**config.mk**
```make
export PLATFORM = sky130hd
export DESIGN_NAME = regfile_2r1w
export DESIGN_NICKNAME = d
export VERILOG_FILES = /design/src/rtl/cpu_pkg.sv /design/src/rtl/reg_scoreboard.sv /design/src/rtl/regfile_2r1w.sv
export SDC_FILE = /design/constraint.sdc
export NUM_CORES = 2
export LEC_CHECK = 0
export BUFFER_PORTS_ARGS = -buffer_cell sky130_fd_sc_hd__buf_4
export CAP_MARGIN = 0
export CORE_MARGIN = 2
export CORE_UTILIZATION = 56
export CTS_BUF_LIST = sky130_fd_sc_hd__clkbuf_16
export DETAILED_ROUTE_END_ITERATION = 6
export PLACE_DENSITY = 0.84
export SLEW_MARGIN = 10
export SYNTH_ARGS = -nofsm -noshare
export SYNTH_HDL_FRONTEND = slang
export SYNTH_SLANG_ARGS = --single-unit
```
**constraint.sdc**
```tcl
create_clock -name clk -period 43.4 [get_ports clk]
set_input_delay 8.68 -clock clk [delete_from_list [all_inputs] [get_ports clk]]
set_output_delay 8.68 -clock clk [all_outputs]
set_load 0.02 [all_outputs]
```
**src/rtl/cpu_pkg.sv**
```systemverilog
// rtl/cpu_pkg.sv - shared register-file constants
package cpu_pkg;

   localparam int NREG = 32;
   localparam int DW   = 32;
   localparam int AW   = 5;

   localparam logic [AW-1:0] REG_ZERO = 5'd0;
   localparam logic [AW-1:0] REG_RA   = 5'd31;

   // True when a live write-back targets the given register (never $0).
   function automatic logic wb_hits(input logic we, input logic [AW-1:0] waddr,
                                    input logic [AW-1:0] addr);
      return we && (waddr == addr) && (addr != REG_ZERO);
   endfunction

endpackage

```
**src/rtl/reg_scoreboard.sv**
```systemverilog
// rtl/reg_scoreboard.sv - busy bits for in-flight load destinations and operand stall
module reg_scoreboard #(
   parameter int NREG = 32,
   parameter int AW   = 5
) (
   input  logic            clk,
   input  logic            rst,
   input  logic            we,
   input  logic [AW-1:0]   waddr,
   input  logic            ld_issue,
   input  logic [AW-1:0]   ld_addr,
   input  logic            rd1_en,
   input  logic [AW-1:0]   raddr1,
   input  logic            rd2_en,
   input  logic [AW-1:0]   raddr2,
   output logic            stall,
   output logic [NREG-1:0] busy_vec
);
   import cpu_pkg::*;

   logic [NREG-1:0] busy;
   logic [NREG-1:0] busy_next;
   logic            hzd1;
   logic            hzd2;

   // The set is applied after the clear so a new load on the same register wins.
   always_comb begin
      busy_next = busy;
      if (we && waddr != REG_ZERO)
         busy_next[waddr] = 1'b0;
      if (ld_issue && ld_addr != REG_ZERO)
         busy_next[ld_addr] = 1'b1;
      busy_next[0] = 1'b0;
   end

   always_ff @(posedge clk or posedge rst) begin
      if (rst)
         busy <= '0;
      else
         busy <= busy_next;
   end

   // A write-back landing this cycle is forwarded by the bypass, so it clears the hazard.
   always_comb begin
      hzd1  = rd1_en && busy[raddr1] && !wb_hits(we, waddr, raddr1);
      hzd2  = rd2_en && busy[raddr2] && !wb_hits(we, waddr, raddr2);
      stall = hzd1 | hzd2;
   end

   assign busy_vec = busy;

endmodule

```
**src/rtl/regfile_2r1w.sv**
```systemverilog
// rtl/regfile_2r1w.sv - 32x32 register file, two bypassed read ports, one write port, load scoreboard
module regfile_2r1w #(
   parameter int NREG = cpu_pkg::NREG,
   parameter int DW   = cpu_pkg::DW,
   parameter int AW   = cpu_pkg::AW
) (
   input  logic            clk,
   input  logic            rst,
   input  logic            we,
   input  logic [AW-1:0]   waddr,
   input  logic [DW-1:0]   wdata,
   input  logic            rd1_en,
   input  logic [AW-1:0]   raddr1,
   output logic [DW-1:0]   rdata1,
   input  logic            rd2_en,
   input  logic [AW-1:0]   raddr2,
   output logic [DW-1:0]   rdata2,
   input  logic            ld_issue,
   input  logic [AW-1:0]   ld_addr,
   output logic            stall,
   output logic [NREG-1:0] busy_vec
);
   import cpu_pkg::*;

   logic [DW-1:0] regs [NREG];

   // Entry 0 is never written, so it holds its reset value of zero.
   always_ff @(posedge clk or posedge rst) begin
      if (rst) begin
         for (int i = 0; i < NREG; i++)
            regs[i] <= '0;
      end else if (we && waddr != REG_ZERO) begin
         regs[waddr] <= wdata;
      end
   end

   always_comb begin
      rdata1 = regs[raddr1];
      if (raddr1 == REG_ZERO)
         rdata1 = '0;
      else if (wb_hits(we, waddr, raddr1))
         rdata1 = wdata;
   end

   always_comb begin
      rdata2 = regs[raddr2];
      if (raddr2 == REG_ZERO)
         rdata2 = '0;
      else if (wb_hits(we, waddr, raddr2))
         rdata2 = wdata;
   end

   reg_scoreboard #(
      .NREG (NREG),
      .AW   (AW)
   ) u_scoreboard (
      .clk      (clk),
      .rst      (rst),
      .we       (we),
      .waddr    (waddr),
      .ld_issue (ld_issue),
      .ld_addr  (ld_addr),
      .rd1_en   (rd1_en),
      .raddr1   (raddr1),
      .rd2_en   (rd2_en),
      .raddr2   (raddr2),
      .stall    (stall),
      .busy_vec (busy_vec)
   );

endmodule
```
==> flow_metrics.tcl <==
set metrics [dict create \
    status "finished with violations" \
    violations "design-rule violations" \
    crit_fanout 77 \
    grt_use_total_pct 33.3 \
    seqCellArea_sq_um 26400 \
    clock_latency_ps 680 \
    wl_per_cell_um 32.0 \
    multi_input_area_sq_um 28400 \
    grt_overflow_total 0 \
    post-cts-setup-buffers 0 \
    crit_path_cell_trace "buf_8 -> buf_4 -> buf_4 -> buf_4 -> mux4_2 -> nor2b_1 -> a211oi_1 -> a311oi_1 -> a211o_1 -> buf_4" \
    nFillCells 7202 \
    crit_type "in -> out" \
    gp_congestion 0.879 \
    p_seq_share_pct 46.3 \
    drt_iter0_drc 5823 \
    die_area_sq_um 104000 \
    p_comb_share_pct 21.5 \
    yosysUniqueCellTypes 54 \
    via_count 39600 \
    rsz0062_at_grt "no" \
    internal_power_w 0.00204 \
    synth_warnings 0 \
    cts_tree "built" \
    tns_ps 0 \
    setup_violations 0 \
    grt_pass1_wl_um 258000 \
    grt_pass1_vias 39900 \
    cap_violations 0 \
    stdcell_count 5401 \
    synth_nets 4135 \
    cts_made_buffers 105 \
    antenna_found_initial 7 \
    worstPathRequired_ps 34720 \
    holdBufCountCts 0 \
    finalClockSkew_ps 0 \
    ioPinCount 155 \
    synth_async_sr_flop_share_pct 100 \
    hold_path_depth 0 \
    clk_path_buf_depth 3 \
    finalPower_w 0.00286 \
    ir_drop_uv 33.8 \
    pwr-share-clk_pct 32.2 \
    period_needed_ps 22300 \
    final_util_pct 61.6 \
    synth-edff-count 0 \
    start_util_pct 56.6 \
    synth_seq_cells 1055 \
    path_buf_inv 5 \
    cpMostUsedCell "buf_4" \
    syn_inst 4077 \
    worstMarginPinSlew_ps 1260 \
    leakagePower_nw 26.8 \
    finalMaxSlewViolations 0 \
    crit_family "buffers and inverters" \
    grt_max_degree 170 \
    die_x_um 323 \
    nets 4007 \
    drive_gt1_share_pct 47.7 \
    io_buffers 153 \
    hold_viol_final 0 \
    switching_share_pct 28.6 \
    min_path_type "reg -> reg" \
    dominantRegCellSynth "dfrtp_1" \
    ff2ff_path_depth 2 \
    first_pass_iters 7 \
    cts-htree-levels 3 \
    hpwl_um 93700 \
    routed_wl_um 173000 \
    core_area_sq_um 100000 \
    cts_sinks 1055 \
    syn-cell-area_sq_um 56900 \
    start_kind "primary input" \
    fin_crit_sh_pct 51.4 \
    cts_resized 0 \
    ant_nets 0 \
    power_switching_w 0.000816 \
    drc 1 \
    crit_path_end_kind "primary output" \
    cp.arrival_ps 13620 \
    relSlewSlack_pct 15.7 \
    synth.avg_cell_area_sq_um 13.9 \
    crit_path_max_incr_delay_ps 890 \
    crit_cells 10 \
    cp_slowest_cell "buf_4" \
    clockRootBuffer "clkbuf_16" \
    area_delta_synth_final_pct 8.72 \
    clk_pin_slew_worst_paths_ps 60 \
    p_per_area_nw_per_um2 46.2 \
    std_cell_rows 116 \
    fmax_mhz 44.8 \
    ys_seq_area_share_pct 46.4 \
    numPlacedInstances 5199 \
    via_per_inst 7.34 \
    die_h_um 323 \
]
## logic make-up (layout without fill, tap and decap cells)
family,after synthesis,in the layout,synth area share (%)
flops,1055,1055,46.4
compound gates,427,427,5.25
other cells,1,6,0.00659
mux,1639,1639,40.0
simple gates,463,463,4.17
xor+xnor,10,10,0.154
buf+inv,482,444,3.96
## registers in the layout, indices dropped and copies added (netlist names)
register	flops
u_scoreboard.busy_vec	31
regs	1024
## final cells by class
cell class              count  share of cell area (%)
repair buffers            234                    2.94
multi-input cells        2540                    46.0
clock buffers             106                    4.29
diodes                      5                  0.0202
clock inverters            91                    1.24
well taps                1357                    2.75
flip-flops and latches   1055                    42.7
inverters                  13                  0.0931
## placed cells by master, fill, tap and decap left out, types with 5 or more instances in the layout
| cell type | netlist | final |
|---|---|---|
| a211o_1 | 33 | 33 |
| a211oi_1 | 79 | 79 |
| a21oi_1 | 45 | 45 |
| a22o_1 | 12 | 12 |
| a311oi_1 | 14 | 14 |
| buf_4 | 61 | 227 |
| bufinv_16 | 0 | 12 |
| clkbuf_16 | 0 | 106 |
| clkinv_1 | 0 | 29 |
| clkinv_2 | 0 | 21 |
| clkinvlp_4 | 0 | 7 |
| dfrtp_1 | 1055 | 1055 |
| diode_2 | 0 | 5 |
| inv_1 | 12 | 25 |
| inv_6 | 0 | 5 |
| mux2_2 | 1091 | 1091 |
| mux2i_1 | 148 | 148 |
| mux4_2 | 399 | 399 |
| nand2_1 | 61 | 51 |
| nand2_2 | 0 | 8 |
| nand2b_1 | 12 | 5 |
| nand4_1 | 6 | 6 |
| nor2_1 | 113 | 104 |
| nor2_4 | 0 | 9 |
| nor2b_1 | 67 | 67 |
| nor3_1 | 99 | 97 |
| nor3b_1 | 5 | 5 |
| nor4_1 | 64 | 64 |
| o21ai_0 | 51 | 51 |
| o221ai_1 | 63 | 63 |
| o22ai_1 | 118 | 118 |
| xnor2_1 | 10 | 10 |
## final timing paths
path | slack (ps) | startpoint | endpoint
setup / recovery | 21100 | raddr2[0] | rdata2[19]
hold reg to reg | 400 | regs[1010] | regs[1010]
hold / removal | 400 | regs[1010] | regs[1010]
min in group asynchronous | 8150 | rst | regs[866]
setup reg to reg | 42500 | u_scoreboard.busy_vec[29] | u_scoreboard.busy_vec[29]
max in group asynchronous | 31200 | rst | regs[441]
## stage by stage
stage          setup slack (ps)  cell area [sq um]  hold WS [ps]
6_report                  21100              61800           396
5_1_grt                   20790              61800           406
4_1_cts                   21130              61800           397
3_5_place_dp              21140              58400           384
3_3_place_gp              21160              58400           378
2_1_floorplan              5020              56900           441
## Yosys cell counts, types with 7 or more instances
master	n	share of area, %
mux4_2	399	16
nand2_1	61	0.40
buf_6	7	0.14
o21ai_0	51	0.45
buf_1	23	0.15
xnor2_1	10	0.15
a211o_1	33	0.51
mux2_2	1091	22
buf_4	61	0.81
a311oi_1	14	0.22
nor2_1	113	0.75
and3_1	7	0.077
a211oi_1	79	1.0
nor3_1	99	0.87
mux2i_1	148	2.6
nor4_1	64	0.70
a21oi_1	45	0.40
buf_2	129	1.1
dfrtp_1	1055	46
nor2b_1	67	0.74
o22ai_1	118	1.3
a22o_1	12	0.18
clkbuf_1	249	1.6
inv_1	12	0.079
nand2b_1	12	0.13
o221ai_1	63	0.97
## routing by layer
metal	global-route usage, %	vias up	wire length [um]
met4	16.5	4	9110
met1	45.4	20700	64400
met5	0	-	19
met3	9.92	607	22200
li1	-	15400	-
met2	49.1	2891	76900
## power by group through the flow
| stage | clock network (W) | logic (W) | registers [W] |
|---|---|---|---|
| finish | 0.000918 | 0.000615 | 0.00132 |
| global route | 0.000963 | 0.000652 | 0.00134 |
| CTS | 0.000920 | 0.000611 | 0.00131 |
| detailed placement | 0 | 0.000605 | 0.00133 |
| global placement | 0 | 0.000585 | 0.00131 |
| floorplan | 0 | 0.000471 | 0.00129 |
(Power assumes the default switching activity.)
